## config.mk

```make
export PLATFORM = sky130hd
export DESIGN_NAME = ysyx_22040365_ctrl_flat
export DESIGN_NICKNAME = d
export VERILOG_FILES = /design/src/rtl/ysyx_22040365_ctrl_pkg.sv /design/src/rtl/ysyx_22040365_ctrl_if.sv /design/src/rtl/ysyx_22040365_ctrl_wdog.sv /design/src/rtl/ysyx_22040365_ctrl.sv /design/src/flat_wrapper.sv
export SDC_FILE = /design/constraint.sdc
export NUM_CORES = 1
export LEC_CHECK = 0
export CORE_ASPECT_RATIO = 0.8
export CORE_MARGIN = 1.5
export CORE_UTILIZATION = 42
export DETAILED_ROUTE_END_ITERATION = 16
export PLACE_DENSITY = 0.92
export SYNTH_ARGS = -nofsm -noshare
export SYNTH_HDL_FRONTEND = slang
export SYNTH_SLANG_ARGS = --single-unit
```

## constraint.sdc

```tcl
create_clock -name clk -period 3.1 [get_ports clk]
set_clock_uncertainty 0.15 [all_clocks]
set_input_delay 0.31 -clock clk [delete_from_list [all_inputs] [get_ports clk]]
set_output_delay 0.31 -clock clk [all_outputs]
set_load 0.1 [all_outputs]
```

## src/rtl/ysyx_22040365_ctrl_pkg.sv

```systemverilog
// Shared types and constants for the multi-cycle control sequencer:
// FSM state encodings, memory-op and instruction-class codes, small helpers.
package ysyx_22040365_ctrl_pkg;

    typedef enum logic [3:0] {
        CTRL_FETCH  = 4'd0,
        CTRL_FWAIT  = 4'd1,
        CTRL_DECODE = 4'd2,
        CTRL_EXEC   = 4'd3,
        CTRL_MREQ   = 4'd4,
        CTRL_MWAIT  = 4'd5,
        CTRL_WB     = 4'd6,
        CTRL_HALT   = 4'd7
    } ctrl_state_e;

    localparam logic [1:0] MEM_NONE  = 2'b00;
    localparam logic [1:0] MEM_LOAD  = 2'b01;
    localparam logic [1:0] MEM_STORE = 2'b10;

    localparam logic [1:0] INST_INVALID = 2'b00;
    localparam logic [1:0] INST_INT     = 2'b01;
    localparam logic [1:0] INST_MEM     = 2'b10;
    localparam logic [1:0] INST_CTL     = 2'b11;

    // States in which the sequencer waits on an external handshake.
    function automatic logic is_wait_state(input ctrl_state_e s);
        return (s == CTRL_FETCH) || (s == CTRL_FWAIT) ||
               (s == CTRL_MREQ)  || (s == CTRL_MWAIT);
    endfunction

    // Reserved op 2'b11 is treated like no memory access.
    function automatic logic is_mem_access(input logic [1:0] op);
        return (op == MEM_LOAD) || (op == MEM_STORE);
    endfunction

endpackage

```

## src/rtl/ysyx_22040365_ctrl_if.sv

```systemverilog
// Fetch and data-memory valid/ready handshake bundle between the sequencer
// (master) and the memory side (slave).
interface ysyx_22040365_ctrl_if;
    logic        ifu_req_valid;
    logic        ifu_req_ready;
    logic [63:0] ifu_addr;
    logic        ifu_rsp_valid;
    logic [31:0] ifu_rdata;
    logic        lsu_req_valid;
    logic        lsu_req_ready;
    logic        lsu_rsp_valid;

    modport master (
        output ifu_req_valid, ifu_addr, lsu_req_valid,
        input  ifu_req_ready, ifu_rsp_valid, ifu_rdata, lsu_req_ready, lsu_rsp_valid
    );

    modport slave (
        input  ifu_req_valid, ifu_addr, lsu_req_valid,
        output ifu_req_ready, ifu_rsp_valid, ifu_rdata, lsu_req_ready, lsu_rsp_valid
    );
endinterface

```

## src/rtl/ysyx_22040365_ctrl_wdog.sv

```systemverilog
// Wait-state watchdog: counter cleared on entry to a wait state, incremented
// while waiting, flagging the last permitted cycle.
module ysyx_22040365_ctrl_wdog #(
    parameter int unsigned TIMEOUT = 1024
) (
    input  logic clk,
    input  logic rst,
    input  logic clear_i,
    input  logic inc_i,
    output logic expired_o
);
    localparam int unsigned CW = $clog2(TIMEOUT) + 1;

    logic [CW-1:0] count_q;
    logic [CW-1:0] count_d;

    assign expired_o = (count_q == CW'(TIMEOUT - 1));

    // Saturate at the expiry value so a stalled owner never wraps the count.
    always_comb begin
        count_d = count_q;
        if (clear_i) begin
            count_d = '0;
        end else if (inc_i && !expired_o) begin
            count_d = count_q + CW'(1);
        end
    end

    always_ff @(posedge clk) begin
        if (rst) begin
            count_q <= '0;
        end else begin
            count_q <= count_d;
        end
    end
endmodule

```

## src/rtl/ysyx_22040365_ctrl.sv

```systemverilog
// Multi-cycle sequencer for the single-issue RV64 core: owns PC/IR, drives the
// fetch and data handshakes, gates writeback, counts retirements, halts on ebreak.
module ysyx_22040365_ctrl
    import ysyx_22040365_ctrl_pkg::*;
#(
    parameter logic [63:0] RESET_PC = 64'h8000_0000,
    parameter int unsigned TIMEOUT  = 1024
) (
    input  logic                        clk,
    input  logic                        rst,
    ysyx_22040365_ctrl_if.master        bus,
    output logic [31:0]                 ir,
    input  logic [1:0]                  inst_type,
    input  logic [1:0]                  mem_op,
    input  logic                        is_ebreak,
    input  logic [63:0]                 next_pc,
    output logic                        ex_en,
    output logic                        rf_wen,
    output logic [63:0]                 pc,
    output logic [63:0]                 instret,
    output logic                        halt,
    output logic                        err,
    output logic [3:0]                  state
);
    ctrl_state_e state_q, state_d;
    logic [63:0] pc_q, pc_d;
    logic [31:0] ir_q, ir_d;
    logic [63:0] instret_q, instret_d;
    logic        halt_q, halt_d;
    logic        err_q, err_d;
    logic        wd_clear, wd_inc, wd_expired;

    ysyx_22040365_ctrl_wdog #(.TIMEOUT(TIMEOUT)) u_wdog (
        .clk       (clk),
        .rst       (rst),
        .clear_i   (wd_clear),
        .inc_i     (wd_inc),
        .expired_o (wd_expired)
    );

    assign wd_clear = (state_d != state_q) && is_wait_state(state_d);
    assign wd_inc   = is_wait_state(state_q);

    // Outputs depend on registered state only (mem_op/ir are stable through WB).
    assign bus.ifu_req_valid = (state_q == CTRL_FETCH);
    assign bus.ifu_addr      = pc_q;
    assign bus.lsu_req_valid = (state_q == CTRL_MREQ);
    assign ex_en             = (state_q == CTRL_EXEC);
    assign rf_wen            = (state_q == CTRL_WB) && (mem_op != MEM_STORE);
    assign ir                = ir_q;
    assign pc                = pc_q;
    assign instret           = instret_q;
    assign halt              = halt_q;
    assign err               = err_q;
    assign state             = state_q;

    always_comb begin
        state_d   = state_q;
        pc_d      = pc_q;
        ir_d      = ir_q;
        instret_d = instret_q;
        halt_d    = halt_q;
        err_d     = err_q;
        case (state_q)
            CTRL_FETCH: begin
                if (bus.ifu_req_ready) begin
                    state_d = CTRL_FWAIT;
                end else if (wd_expired) begin
                    err_d   = 1'b1;
                    state_d = CTRL_HALT;
                end
            end
            CTRL_FWAIT: begin
                if (bus.ifu_rsp_valid) begin
                    ir_d    = bus.ifu_rdata;
                    state_d = CTRL_DECODE;
                end else if (wd_expired) begin
                    err_d   = 1'b1;
                    state_d = CTRL_HALT;
                end
            end
            CTRL_DECODE: begin
                if (is_ebreak) begin
                    halt_d    = 1'b1;
                    instret_d = instret_q + 64'd1;
                    state_d   = CTRL_HALT;
                end else if (inst_type == INST_INVALID) begin
                    err_d   = 1'b1;
                    state_d = CTRL_HALT;
                end else begin
                    state_d = CTRL_EXEC;
                end
            end
            CTRL_EXEC: begin
                state_d = is_mem_access(mem_op) ? CTRL_MREQ : CTRL_WB;
            end
            CTRL_MREQ: begin
                if (bus.lsu_req_ready) begin
                    state_d = CTRL_MWAIT;
                end else if (wd_expired) begin
                    err_d   = 1'b1;
                    state_d = CTRL_HALT;
                end
            end
            CTRL_MWAIT: begin
                if (bus.lsu_rsp_valid) begin
                    state_d = CTRL_WB;
                end else if (wd_expired) begin
                    err_d   = 1'b1;
                    state_d = CTRL_HALT;
                end
            end
            CTRL_WB: begin
                pc_d      = next_pc;
                instret_d = instret_q + 64'd1;
                state_d   = CTRL_FETCH;
            end
            CTRL_HALT: begin
                state_d = CTRL_HALT;
            end
            default: begin
                state_d = CTRL_HALT;
            end
        endcase
    end

    always_ff @(posedge clk) begin
        if (rst) begin
            state_q   <= CTRL_FETCH;
            pc_q      <= RESET_PC;
            ir_q      <= '0;
            instret_q <= '0;
            halt_q    <= 1'b0;
            err_q     <= 1'b0;
        end else begin
            state_q   <= state_d;
            pc_q      <= pc_d;
            ir_q      <= ir_d;
            instret_q <= instret_d;
            halt_q    <= halt_d;
            err_q     <= err_d;
        end
    end
endmodule

```

## src/flat_wrapper.sv

```systemverilog
// flat-port wrapper written by rule: the top's interface ports become plain ports
module ysyx_22040365_ctrl_flat import ysyx_22040365_ctrl_pkg::*;
#(
    parameter logic [63:0] RESET_PC = 64'h8000_0000,
    parameter int unsigned TIMEOUT  = 1024
)
  (clk, rst, ir, inst_type, mem_op, is_ebreak, next_pc, ex_en, rf_wen, pc, instret, halt, err, state, bus_ifu_req_valid, bus_ifu_addr, bus_lsu_req_valid, bus_ifu_req_ready, bus_ifu_rsp_valid, bus_ifu_rdata, bus_lsu_req_ready, bus_lsu_rsp_valid);
  ysyx_22040365_ctrl_if bus_i ();
  input  logic clk;
  input  logic rst;
  output logic [31:0] ir;
  input  logic [1:0] inst_type;
  input  logic [1:0] mem_op;
  input  logic is_ebreak;
  input  logic [63:0] next_pc;
  output logic ex_en;
  output logic rf_wen;
  output logic [63:0] pc;
  output logic [63:0] instret;
  output logic halt;
  output logic err;
  output logic [3:0] state;
  output wire logic [$bits(bus_i.ifu_req_valid)-1:0] bus_ifu_req_valid;
  output wire logic [$bits(bus_i.ifu_addr)-1:0] bus_ifu_addr;
  output wire logic [$bits(bus_i.lsu_req_valid)-1:0] bus_lsu_req_valid;
  input wire logic [$bits(bus_i.ifu_req_ready)-1:0] bus_ifu_req_ready;
  input wire logic [$bits(bus_i.ifu_rsp_valid)-1:0] bus_ifu_rsp_valid;
  input wire logic [$bits(bus_i.ifu_rdata)-1:0] bus_ifu_rdata;
  input wire logic [$bits(bus_i.lsu_req_ready)-1:0] bus_lsu_req_ready;
  input wire logic [$bits(bus_i.lsu_rsp_valid)-1:0] bus_lsu_rsp_valid;
  assign bus_ifu_req_valid = bus_i.ifu_req_valid;
  assign bus_ifu_addr = bus_i.ifu_addr;
  assign bus_lsu_req_valid = bus_i.lsu_req_valid;
  assign bus_i.ifu_req_ready = bus_ifu_req_ready;
  assign bus_i.ifu_rsp_valid = bus_ifu_rsp_valid;
  assign bus_i.ifu_rdata = bus_ifu_rdata;
  assign bus_i.lsu_req_ready = bus_lsu_req_ready;
  assign bus_i.lsu_rsp_valid = bus_lsu_rsp_valid;
  ysyx_22040365_ctrl #(.RESET_PC(RESET_PC), .TIMEOUT(TIMEOUT)) u_core (.clk(clk), .rst(rst), .bus(bus_i), .ir(ir), .inst_type(inst_type), .mem_op(mem_op), .is_ebreak(is_ebreak), .next_pc(next_pc), .ex_en(ex_en), .rf_wen(rf_wen), .pc(pc), .instret(instret), .halt(halt), .err(err), .state(state));
endmodule
```

==> results.sh, run 1 <==
export IMPL_status="completed"
export IMPL_crit_family="simple AND/OR/NAND/NOR gates"
export IMPL_synth_edf_count=0
export IMPL_syn_area_per_cell_um2=7.944
export IMPL_die_area_mm2=0.01919
export IMPL_cts_root_buffer="clkbuf_16"
export IMPL_synth_seq_area_share=0.4594
export IMPL_h_tree_depth=4
export IMPL_critPathBufInv=0
export IMPL_grt_pass1_vias=7149
export IMPL_irDropWorstVdd_mv=0.3572
export IMPL_cts_buffers=17
export IMPL_regArea_mm2=0.003550
export IMPL_drt_iter0_drc=640
export IMPL_wirelength_um=24910
export IMPL_hold_buffers=0
export IMPL_netlist_area_mm2=0.007714
export IMPL_fin_cells=1484
export IMPL_wire_per_inst_um=16.78
export IMPL_critPathKind="reg2reg"
export IMPL_multiInputGateArea_mm2=0.003455
export IMPL_critPathLaunchType="register"
export IMPL_io_pins=341
export IMPL_vias_per_cell=5.282
export IMPL_regToRegStartpoint="u_core.instret[27]"
export IMPL_clkSinkCount=177
export IMPL_place_congestion=0.8865
export IMPL_post_cts_setup_buffers=0
export IMPL_synthTopCellsByArea="dfxtp_1, nand2_1, a21oi_1"
export IMPL_drv_cap=0
export IMPL_post_synth_top_area_cell="dfxtp_1"
export IMPL_cts_repair_resized=0
export IMPL_nFillCells=1512
export IMPL_grt_max_degree=65
export IMPL_hold_class="in2reg"
export IMPL_diodes=0
export IMPL_synth_warnings=0
export IMPL_pwr_density_cell_mw_per_mm2=479.8
export IMPL_ys_flop_type="dfxtp_1"
export IMPL_drive_gt1_frac=0.2536
export IMPL_row_count=44
export IMPL_finalCriticalPeriod_ns=2.591
export IMPL_grt_pass1_wl_um=38430
export IMPL_num_vias=7838
export IMPL_post_route_util=0.6084
export IMPL_finalHoldWorstSlack_ns=0.2494
export IMPL_place_inst=1452
export IMPL_drcViolationCount=0
export IMPL_synth_commonest_cells="nand2_1, dfxtp_1, a21oi_1"
export IMPL_crit_slowest_cell="or4_4"
export IMPL_worst_pin_slew_ns=1.146
export IMPL_fmax_mhz=386.0
export IMPL_drv_slew=0
export IMPL_arrival_ns=2.79
export IMPL_min_to="u_core.instret[23]"
export IMPL_holdCritStartpoint="rst"
export IMPL_ys_async_sr_fraction=0
export IMPL_cpPeakStageDelay_ns=0.67
export IMPL_firstDrtPassIters=5
export IMPL_end_kind="register"
export IMPL_nets=1351
export IMPL_rsz0062_at_grt="false"
export IMPL_r2r_worst_path_cells=5
export IMPL_initial_utilization=0.4272
export IMPL_synth_cells=971
export IMPL_area_growth_pct=42.43
export IMPL_worstPathMaxFanout=14
export IMPL_cts_tree="done"
export IMPL_ant_nets=0
export IMPL_yosysTopAreaCellShare=0.4594
export IMPL_overflow=0
export IMPL_r2r_end="u_core.instret[54]"
export IMPL_syn_nets=1081
export IMPL_die_h_um=124.2
export IMPL_grt_usage=0.2526
export IMPL_portBuffers=340
export IMPL_grt_antenna_before_repair=0
export IMPL_finalCritPeriodShare=0.8357
export IMPL_worstHoldPathCells=2
export IMPL_ys_ff_latch=177
export IMPL_final_hold_violation_count=0
export IMPL_path_cells="nand4_2 > or3_1 > or4_4 > or4_1 > a21oi_1"
export IMPL_p_leak_nw=4.305
export IMPL_finalSetupViolations=0
export IMPL_yosysMostFrequentCell="nand2_1"
export IMPL_core_area_mm2=0.01806
export IMPL_clkSlewWorstSetupHoldPaths_ns=0.07
export IMPL_max_clock_path_buffers=2
export IMPL_required_ns=3.30
export IMPL_reg2reg_slack_ns=0.51
export IMPL_hpwl_um=18550
export IMPL_clock_latency_ns=0.42
export IMPL_slew_limit_headroom=0.2362
export IMPL_synthDistinctLibCells=48
export IMPL_die_x_um=154.5
-- metrics by stage --
stage	setup TNS [ns]	area, µm²	total power, mW	setup WS, ns
finish	0	10990	5.271	0.5093
global route	0	10990	5.456	0.3590
CTS	0	10990	5.316	0.5160
detailed placement	0	10410	3.205	0.3271
global placement	0	10410	3.199	0.4332
floorplan	-0.3243	7737	2.941	-0.3243
-- how the worst max path moves through the flow --
stage,from,endpoint,slack (ns),depth (start not counted)
6_report,u_core.instret[27],u_core.instret[54],0.51,5
2_1_floorplan,u_core.state[2],bus_lsu_req_valid,-0.32,4
5_1_grt,u_core.instret[31],u_core.instret[50],0.36,5
3_3_place_gp,is_ebreak,u_core.instret[51],0.43,6
4_1_cts,u_core.instret[28],u_core.instret[54],0.52,5
3_5_place_dp,is_ebreak,u_core.instret[45],0.33,7
-- power breakdown --
group	internal, mW	total [mW]	switching (mW)
sequential	2.31	2.34	0.0286
combinational	0.244	0.821	0.576
clock	1.17	2.11	0.943
total	3.72	5.27	1.55
-- placed cells by master, fill, tap and decap left out, drive strengths merged, types with 3 or more instances in the layout --
master,Yosys,routed
o21ai,19,19
clkbuf,49,20
or2,6,6
nor3,12,12
nor2b,3,3
o31ai,20,20
nor4,6,6
and4,5,5
or3,20,20
a31oi,4,4
mux2,3,3
inv,15,20
nand4,20,20
nand2,227,227
xor2,17,17
ha,3,3
or4,22,22
xnor2,15,15
nand2b,3,3
and3,8,8
buf,69,264
clkinv,0,5
a21oi,135,135
clkdlybuf4s50,0,105
dfxtp,177,177
nor2,55,55
nand3,30,30
and2,3,3
-- flip-flops by register name, indices dropped and copies added (netlist names) --
| signal | count |
|---|---|
| u_core.bus.ifu_addr | 64 |
| u_core.err | 1 |
| u_core.halt | 1 |
| u_core.instret | 64 |
| u_core.ir | 32 |
| u_core.state | 4 |
| u_core.u_wdog.count_q | 11 |
-- logic make-up (layout without fill, tap and decap cells) --
family	count (synthesis)	after routing	share of synthesized area
multiplexers	4	4	0.005677
adder cells (fa/ha/maj)	3	3	0.004867
buffers and inverters	133	416	0.09700
XOR/XNOR	32	32	0.03633
flip-flops	177	177	0.4594
AND/OR/NAND/NOR	427	427	0.2566
AO/OA/AOI/OAI	194	194	0.1397
other	1	1	0.0004862
-- worst register-to-register path: cells and delay by family (launching register included) --
kind	cells	cell delay (ns)
AND/OR/NAND/NOR	4	1.85
AO/OA/AOI/OAI	1	0.15
flip-flops	1	0.38
-- routing by layer --
layer	routed length (µm)	track usage	part of all wire
met4	1107	0.1256	0.044
met1	10450	0.3135	0.42
met3	1602	0.06075	0.064
met5	0	0	0
met2	11750	0.4099	0.47
-- area by class of cell --
| type | count | area share |
|---|---|---|
| Sequential cell | 177 | 0.3231 |
| Multi-Input combinational cell | 661 | 0.3144 |
| Timing Repair Buffer | 369 | 0.2783 |
| Clock buffer | 20 | 0.04157 |
| Tap cell | 230 | 0.02619 |
| Clock inverter | 12 | 0.01127 |
| Inverter | 15 | 0.005125 |
Power figures use the tool's default switching activity.
==> run 2: changes to the inputs <==
- clock period: 3.1 -> 2.5 ns (I/O delays scaled with it)
==> run 2 against run 1 <==
Utilization rose by 1.5 points. Cell count did not move. Critical path depth did not move. Clock power rose by 32%. Sequential share of layout area rose by 0.30 points. Clock-buffer cell count fell by 1. Highest routed layer unchanged. Final area rose by 2.5%.
==> results.sh, run 2 (synthesis results as in run 1) <==
export IMPL_placed_area_mm2=0.01064
export IMPL_drcViolationCount=0
export IMPL_grt_pass1_vias=7237
export IMPL_combPwrFrac=0.153
export IMPL_place_congestion=0.8862
export IMPL_clkSinkCount=177
export IMPL_crit_slowest_cell="nor3b_1"
export IMPL_finalSetupTns_ns=0
export IMPL_gr_usage_met1=0.3023
export IMPL_wire_per_inst_um=16.47
export IMPL_die_x_um=154.5
export IMPL_worstPathMaxFanout=14
export IMPL_grt_max_degree=68
export IMPL_layout_common_cells="buf_4, nand2_1, a21oi_1, dfxtp_1, clkdlybuf4s50_1"
export IMPL_max_clock_path_buffers=2
export IMPL_busiest_layer="met2"
export IMPL_holdCritStartpoint="rst"
export IMPL_grt_antenna_before_repair=0
export IMPL_critPathBufInv=2
export IMPL_fmax_mhz=422.3
export IMPL_clkSlewWorstSetupHoldPaths_ns=0.07
export IMPL_pwr_density_cell_mw_per_mm2=593.1
export IMPL_regArea_mm2=0.003672
export IMPL_use_met3=0.06529
export IMPL_clock_power_share=0.416
export IMPL_hpwl_um=18160
export IMPL_critPathKind="reg2out"
export IMPL_required_ns=2.10
export IMPL_area_growth_pct=45.99
export IMPL_r2r_worst_path_cells=7
export IMPL_critPathLaunchType="register"
export IMPL_cts_tree="done"
export IMPL_postLayoutCellArea_mm2=0.01126
export IMPL_die_area_mm2=0.01919
export IMPL_row_count=44
export IMPL_drive_gt1_frac=0.3022
export IMPL_cts_buffers=17
export IMPL_reg2reg_slack_ns=0.15
export IMPL_regToRegStartpoint="u_core.state[0]"
export IMPL_min_to="u_core.instret[35]"
export IMPL_cpPeakStageDelay_ns=0.41
export IMPL_wirelength_um=24440
export IMPL_firstDrtPassIters=6
export IMPL_nFillCells=1488
export IMPL_hold_class="in2reg"
export IMPL_io_pins=341
export IMPL_arrival_ns=1.97
export IMPL_drv_slew=0
export IMPL_ant_nets=0
export IMPL_finalCritPeriodShare=0.9471
export IMPL_worstHoldPathCells=2
export IMPL_overflow=0
export IMPL_core_area_mm2=0.01806
export IMPL_initial_utilization=0.4272
export IMPL_multiInputGateArea_mm2=0.003507
export IMPL_swShare=0.2961
export IMPL_portBuffers=340
export IMPL_h_tree_depth=4
export IMPL_r2r_end="u_core.instret[63]"
export IMPL_mostFrequentLayoutCell="buf_4"
export IMPL_drt_iter0_drc=536
export IMPL_vias_per_cell=5.304
export IMPL_drv_cap=0
export IMPL_nets=1351
export IMPL_grt_use_met2=0.4173
export IMPL_path_cells="buf_4 > nor3b_1 > nand2_2 > nor2_4 > buf_12"
export IMPL_die_h_um=124.2
export IMPL_internal_power_mw=4.701
export IMPL_num_vias=7871
export IMPL_clock_latency_ns=0.42
export IMPL_finalCriticalPeriod_ns=2.368
export IMPL_grt_usage=0.2481
export IMPL_irDropWorstVdd_mv=0.4083
export IMPL_rsz0062_at_grt="false"
export IMPL_p_leak_nw=4.385
export IMPL_seqPwrFrac=0.431
export IMPL_status="completed"
export IMPL_end_kind="output port"
export IMPL_crit_family="simple AND/OR/NAND/NOR gates"
export IMPL_diodes=0
export IMPL_worst_pin_slew_ns=0.6418
export IMPL_slew_limit_headroom=0.5695
export IMPL_p_switching_mw=1.978
export IMPL_finalSetupViolations=0
export IMPL_grt_pass1_wl_um=38120
export IMPL_cts_root_buffer="clkbuf_16"
export IMPL_final_hold_violation_count=0
-- run 2: cell count changes in the layout (fill, tap and decap cells not counted), moves of 4 or more --
cell,before,now
dfxtp_1,172,118
dfxtp_2,5,37
dfxtp_4,0,22
buf_12,2,8
buf_4,262,256
clkinv_4,4,0
-- run 2: stage by stage --
stage	power [mW]	util	setup WS, ns	cells	hold WS (ns)
2_1_floorplan	3.632	-	-0.07557	971	0.2226
3_3_place_gp	3.955	0.5892	-0.007608	1451	0.2647
3_5_place_dp	3.963	0.5892	-0.1687	1451	0.2689
4_1_cts	6.723	0.6231	0.08805	1484	0.09414
5_1_grt	6.899	0.6236	0.02540	1484	0.1065
6_report	6.679	0.6236	0.1322	1484	0.1066
-- run 2: how the worst max path moves through the flow --
stage	start	slack [ns]	cells after the start	end
floorplan	u_core.instret[31]	-0.08	7	u_core.instret[46]
global placement	is_ebreak	-0.008	8	u_core.instret[37]
detailed placement	is_ebreak	-0.17	8	u_core.instret[39]
CTS	u_core.state[0]	0.09	7	u_core.instret[63]
global route	u_core.state[2]	0.03	7	u_core.instret[63]
finish	u_core.state[0]	0.13	5	rf_wen
-- run 2: power by group through the flow --
stage / clock [mW] / combinational (mW) / sequential, mW
after detailed placement: 0 / 1.02 / 2.95
after global routing: 2.95 / 1.06 / 2.89
after global placement: 0 / 1.01 / 2.94
final: 2.78 / 1.02 / 2.88
after floorplan: 0 / 0.400 / 3.23
after CTS: 2.82 / 1.02 / 2.88
-- run 2: layer usage --
layer  vias to the layer above  share of wire
li1                       3806              -
met1                      3704           0.42
met2                       318           0.49
met3                        43          0.067
met4                         0          0.029
met5                         -              0
-- run 2: timing repair --
| item | 4_1_cts | 5_1_grt |
|---|---|---|
| setup buffers | 1 | 0 |
| endpoints found under the setup margin | 2 | 3 |
| hold buffers | 0 | 0 |
| resized for setup | 0 | 2 |
-- run 2: cell type report --
type / count / share of cell area
Clock buffer: 19 / 0.03933
Clock inverter: 13 / 0.01433
Inverter: 15 / 0.005000
Multi-Input combinational cell: 661 / 0.3114
Sequential cell: 177 / 0.3261
Tap cell: 230 / 0.02556
Timing Repair Buffer: 369 / 0.2782
==> patch 1 (config.mk and constraints of run 1) <==
`TIMEOUT` is set to 1024 in 3 places; all go to 256.
--- a/src/rtl/ysyx_22040365_ctrl_wdog.sv
+++ b/src/rtl/ysyx_22040365_ctrl_wdog.sv
@@ -1,7 +1,7 @@
 // Wait-state watchdog: counter cleared on entry to a wait state, incremented
 // while waiting, flagging the last permitted cycle.
 module ysyx_22040365_ctrl_wdog #(
-    parameter int unsigned TIMEOUT = 1024
+    parameter int unsigned TIMEOUT = 256
 ) (
     input  logic clk,
     input  logic rst,
--- a/src/rtl/ysyx_22040365_ctrl.sv
+++ b/src/rtl/ysyx_22040365_ctrl.sv
@@ -4,7 +4,7 @@
     import ysyx_22040365_ctrl_pkg::*;
 #(
     parameter logic [63:0] RESET_PC = 64'h8000_0000,
-    parameter int unsigned TIMEOUT  = 1024
+    parameter int unsigned TIMEOUT  = 256
 ) (
     input  logic                        clk,
     input  logic                        rst,
--- a/src/flat_wrapper.sv
+++ b/src/flat_wrapper.sv
@@ -2,7 +2,7 @@
 module ysyx_22040365_ctrl_flat import ysyx_22040365_ctrl_pkg::*;
 #(
     parameter logic [63:0] RESET_PC = 64'h8000_0000,
-    parameter int unsigned TIMEOUT  = 1024
+    parameter int unsigned TIMEOUT  = 256
 )
   (clk, rst, ir, inst_type, mem_op, is_ebreak, next_pc, ex_en, rf_wen, pc, instret, halt, err, state, bus_ifu_req_valid, bus_ifu_addr, bus_lsu_req_valid, bus_ifu_req_ready, bus_ifu_rsp_valid, bus_ifu_rdata, bus_lsu_req_ready, bus_lsu_rsp_valid);
   ysyx_22040365_ctrl_if bus_i ();
Formal check against the unedited RTL: no difference found for any inputs over 10 cycles, from zero or initial values and one cycle with rst high; that may be too few to reach the edited logic, so the function may still have changed.
==> patch 1 against run 1 <==
  * Sequential cell count decreased by 2
  * Utilization increased by 1.1 points
  * Critical path depth unchanged
  * Area after synthesis decreased by 1.2%
  * Global-route usage decreased by 1.2 points
  * Total power decreased by 1.3%
  * Fmax decreased by 9.1%
  * Via count decreased by 1.8%
  * Routed wire length decreased by 4.6%
  * Worst setup slack got worse by 0.26 ns
  * Cell area decreased by 1.1%
  * Count of clock-buffer cells in the layout decreased by 3
==> patch 1: results (changes against run 1) <==
[global_routing]
grt_max_degree = 87  ; +34%
use_met2_pct = 39.6  ; -1.4 points
grt_use_total_pct = 24.1  ; -1.2 points
grt_util_met1_pct = 30.0  ; -1.4 points
antenna_found_initial = 0  ; unchanged
use_met3_pct = 7.36  ; +1.3 points
grt_pass1_vias = 7092  ; -0.80%
grt_pass1_wl_mm = 36.3  ; -5.6%

[synth]
yosysSeqAreaShare_pct = 46.0  ; about the same
synthesis.nets = 1063  ; -1.7%
yosysWarnings = 0  ; unchanged
synth.distinct_cells = 49  ; +2.1%
synth-main-ff-cell = dfxtp_1
synth_area_leaders = dfxtp_1 (46%), nand2_1 (11%), a21oi_1 (9.0%), buf_4 (6.3%), xor2_1 (3.3%)
ys_top_cells_by_count = nand2_1 (225), dfxtp_1 (175), a21oi_1 (137)
async_flop_share_pct = 0  ; unchanged

[layout]
antennaDiodeCount = 0  ; unchanged
drive_above_1_share_pct = 24.7  ; -0.62 points
fill_cells = 1452  ; -4.0%
final_nets = 1327  ; -1.8%

[route]
drtIter0Drc = 546  ; -15%
viasPerCell = 5.30  ; +0.27%
drt_pre_antenna_iters = 5  ; unchanged
wl_mm = 23.8  ; -4.6%

[worst_setup_path]
slowest_stage = or4_1
slowest_delay_ns = 0.66
cp.arrival_ns = 3.05  ; +0.26 ns
path_max_fanout = 23  ; +9
crit_family = simple AND/OR/NAND/NOR gates

[placement]
placed_cell_area_sq_um = 10300  ; -1.4%
port_buffers = 340  ; unchanged
gp_congestion = 0.892  ; +0.63%
hpwlAfterDp_mm = 17.9  ; -3.4%

[timing]
worst_pin_slew_ns = 0.919  ; -0.226 ns
finalMaxSlewViolations = 0  ; unchanged

[cts]
cts.path.max_buffers = 2  ; unchanged
clk_pin_slew_ns = 0.07  ; about the same
clk_latency_ns = 0.42  ; about the same
cts_made_buffers = 17  ; unchanged
h-tree-depth = 4  ; unchanged
post_cts_buffers = 0  ; unchanged
root_buffer = clkbuf_16

[pwr]
power.density_nw_per_um2 = 479  ; -0.20%
ir_worst_vdd_mv = 0.464  ; +30%
p_leak_nw = 4.27  ; -0.73%

[flow_run]
max_cap_violations = 0  ; unchanged

[run_status]
status = complete, no violations

[min_path]
min_path_type = in2reg

## patch 1: per-layer routing
metal  vias up  share of wire [%]
met5         -                  0
met4         0                2.7
met3        42                7.3
met2       303                 48
met1      3624                 42
li1       3731                  -
## patch 1: logic make-up after synthesis
group | Yosys count | share of synthesized area (%)
flip-flops | 175 | 46.0
multiplexers | 4 | 0.542
buffers and inverters | 125 | 9.33
adder cells (fa/ha/maj) | 4 | 0.657
AND/OR/NAND/NOR | 417 | 25.6
other | 1 | 0.0492
XOR/XNOR | 35 | 4.02
AO/OA/AOI/OAI | 191 | 13.8
## patch 1: cell type report
type                       count  share of cell area (%)
clock buffer                  17                    3.92
timing repair buffer         360                    27.7
sequential                   175                    32.2
clock inverter                15                    1.53
inverter                      10                   0.346
multi-input combinational    652                    31.7
tap                          225                    2.59
## patch 1: metrics by stage
step	std cells	hold slack, ns	setup TNS (ns)	setup WS, ns
floorplan	952	0.284	-0.304	-0.304
global placement	1421	0.292	0	0.304
detailed placement	1421	0.297	0	0.257
CTS	1454	0.254	0	0.277
global route	1454	0.269	0	0.0513
finish	1454	0.280	0	0.250
## patch 1: worst paths after layout
check                        to  slack (ns)  cells after the start               from
min                u_core.ir[5]        0.28                      3   bus_ifu_rdata[5]
max reg2reg  u_core.instret[55]        0.25                      5  u_core.instret[5]
min reg2reg       u_core.ir[20]        0.31                      2      u_core.ir[20]
max          u_core.instret[55]        0.25                      5  u_core.instret[5]
## patch 1: report_power, final
part / total [mW] / internal, mW / leakage, nW / switching [mW]
registers: 2.31 / 2.28 / 1.41 / 0.0272
clock network: 2.13 / 1.15 / 0.294 / 0.979
logic: 0.765 / 0.234 / 2.57 / 0.530
## patch 1: what timing repair did
item                                    4_1_cts  5_1_grt
endpoints found under the setup margin        0        0
hold endpoints to repair                      5        0
hold buffers                                  1        0
resized for setup                             0        0
## patch 1: tightest hold or removal path: cells and delay by family
kind | cells | cell delay (ns)
AND/OR/NAND/NOR | 1 | 0.05
buffers and inverters | 1 | 0.39
AO/OA/AOI/OAI | 1 | 0.05
==> patch 2 (config.mk and constraints of run 1) <==
Without the edit above. `instret_q` no longer has a reset.
--- a/src/rtl/ysyx_22040365_ctrl.sv
+++ b/src/rtl/ysyx_22040365_ctrl.sv
@@ -129,17 +129,19 @@
             state_q   <= CTRL_FETCH;
             pc_q      <= RESET_PC;
             ir_q      <= '0;
-            instret_q <= '0;
             halt_q    <= 1'b0;
             err_q     <= 1'b0;
         end else begin
             state_q   <= state_d;
             pc_q      <= pc_d;
             ir_q      <= ir_d;
-            instret_q <= instret_d;
             halt_q    <= halt_d;
             err_q     <= err_d;
         end
     end
+
+    always_ff @(posedge clk) begin
+        instret_q <= instret_d;
+    end
 endmodule
 
Behaviour: differs if rst is asserted again (counterexample within 4 cycles, from zero or initial values and one cycle with rst high); with rst held inactive, the same outputs for 10 cycles.
==> patch 2 against run 1 <==
  * Area after synthesis is 3.3% higher
  * Routed wire length is 2.2% lower
  * Sequential cell count unchanged
  * Total power up 6.6%
  * Combinational power increased by 18%
  * Critical path depth decreased by 2
  * Cell area rose by 1.7%
  * Worst setup slack lost 0.088 ns
  * Via count shrank 8.0%
  * Critical path type is now reg2out
  * Critical endpoint is now rf_wen
  * Largest cell class unchanged
  * Largest power group unchanged
==> patch 2: results (changes against run 1) <==
[die]
die_width_microns = 157  ; +1.6%
fp.dieH_microns = 126  ; +1.6%

[synth]
ys_top_cells_by_count = nand2_1 (225), dfxtp_1 (113), a21oi_1 (104)
synthesis.nets = 977  ; -9.6%
synthAdderAreaFrac_pct = 0.471  ; -0.016 points
synth_edf_count = 64  ; +64
yosysSeqAreaShare_pct = 52.5  ; +6.6 points
synth.mux.area_fraction_pct = 0.644  ; +0.076 points

[placement]
placed_cell_area_sq_um = 10600  ; +1.8%
hpwlAfterDp_mm = 18.2  ; -1.8%
gp_congestion = 0.879  ; -0.80%

[global_routing]
grt_use_total_pct = 23.7  ; -1.5 points
grt_pass1_wl_mm = 36.0  ; -6.3%
grt_pass1_vias = 6764  ; -5.4%
use_met3_pct = 8.64  ; +2.6 points
use_met2_pct = 39.5  ; -1.5 points
grt_util_met1_pct = 28.6  ; -2.7 points

[route]
routedWlPerCell_microns = 17.4  ; +3.8%
drtIter0Drc = 560  ; -13%
vias = 7214  ; -8.0%

[worst_setup_path]
crit_type = reg2out
r2r_slack_ns = 0.49  ; -0.02 ns
slowest_delay_ns = 0.72  ; +0.05 ns
crit_path_end = rf_wen
cp.arrival_ns = 2.22  ; -0.57 ns
crit_start = u_core.state[1]

[layout]
final_nets = 1242  ; -8.1%
fill_cells = 1504  ; -0.53%
drive_above_1_share_pct = 25.7  ; +0.32 points

[run_status]
status = complete, no violations

[patch 2: cell count changes after synthesis, moves of 21 or more]
cell | before | now
edfxtp_1 | 0 | 64
or4_1 | 21 | 0
nor2_1 | 55 | 33
a21oi_1 | 135 | 104
xnor2_1 | 15 | 40
dfxtp_1 | 177 | 113
[patch 2: final cells by class]
cell class / instances / area, sq um / area share, %
Clock buffer: 18 / 450 / 4.03
Clock inverter: 14 / 131 / 1.18
Inverter: 13 / 48.8 / 0.437
Multi-Input combinational cell: 571 / 3100 / 27.7
Sequential cell: 177 / 4180 / 37.4
Tap cell: 253 / 317 / 2.83
Timing Repair Buffer: 352 / 2940 / 26.3
[patch 2: worst register-to-register path: stages (launching register included)]
cell and delay (ns):
edfxtp_1 0.46, ha_1 0.29, nand4_1 0.25, nor4_4 0.35, nand4_1 0.35, nor3_1 0.36, xor2_1 0.14
[patch 2: kinds of logic after synthesis]
family          after synthesis
other cells                   1
compound gates              124
flops                       177
xor+xnor                     66
buf+inv                     119
simple gates                372
fa+ha+maj                     3
mux                           5
[patch 2: power breakdown]
group          switching [mW]  total (mW)  leakage, nW  internal [mW]
clock                   0.998        2.11        0.285           1.11
sequential             0.0759        2.54         1.50           2.46
combinational           0.698       0.968         2.63          0.270
[patch 2: worst min path at each step]
| stage | startpoint | endpoint | slack (ns) | depth (start not counted) |
|---|---|---|---|---|
| 6_report | rst | u_core.bus.ifu_addr[30] | 0.19 | 2 |
| 5_1_grt | rst | u_core.bus.ifu_addr[14] | 0.19 | 2 |
| 2_1_floorplan | u_core.u_wdog.count_q[10] | u_core.u_wdog.count_q[10] | 0.28 | 2 |
| 3_5_place_dp | u_core.halt | u_core.halt | 0.29 | 2 |
| 3_3_place_gp | u_core.halt | u_core.halt | 0.29 | 2 |
| 4_1_cts | rst | u_core.bus.ifu_addr[30] | 0.18 | 2 |
[patch 2: metal layers]
metal	share of wire [%]	up-vias
met1	40	3418
met4	1.8	0
met3	9.7	30
li1	-	3423
met5	0	-
met2	49	343
[patch 2: through the flow]
step	worst slack [ns]	total power, mW	std cells	util [%]
after floorplan	-0.254	3.26	867	-
after global placement	0.600	3.54	1366	57.6
after detailed placement	0.566	3.56	1366	57.6
after CTS	0.466	5.66	1398	60.8
after global routing	0.264	5.80	1398	60.8
final	0.421	5.62	1398	60.8
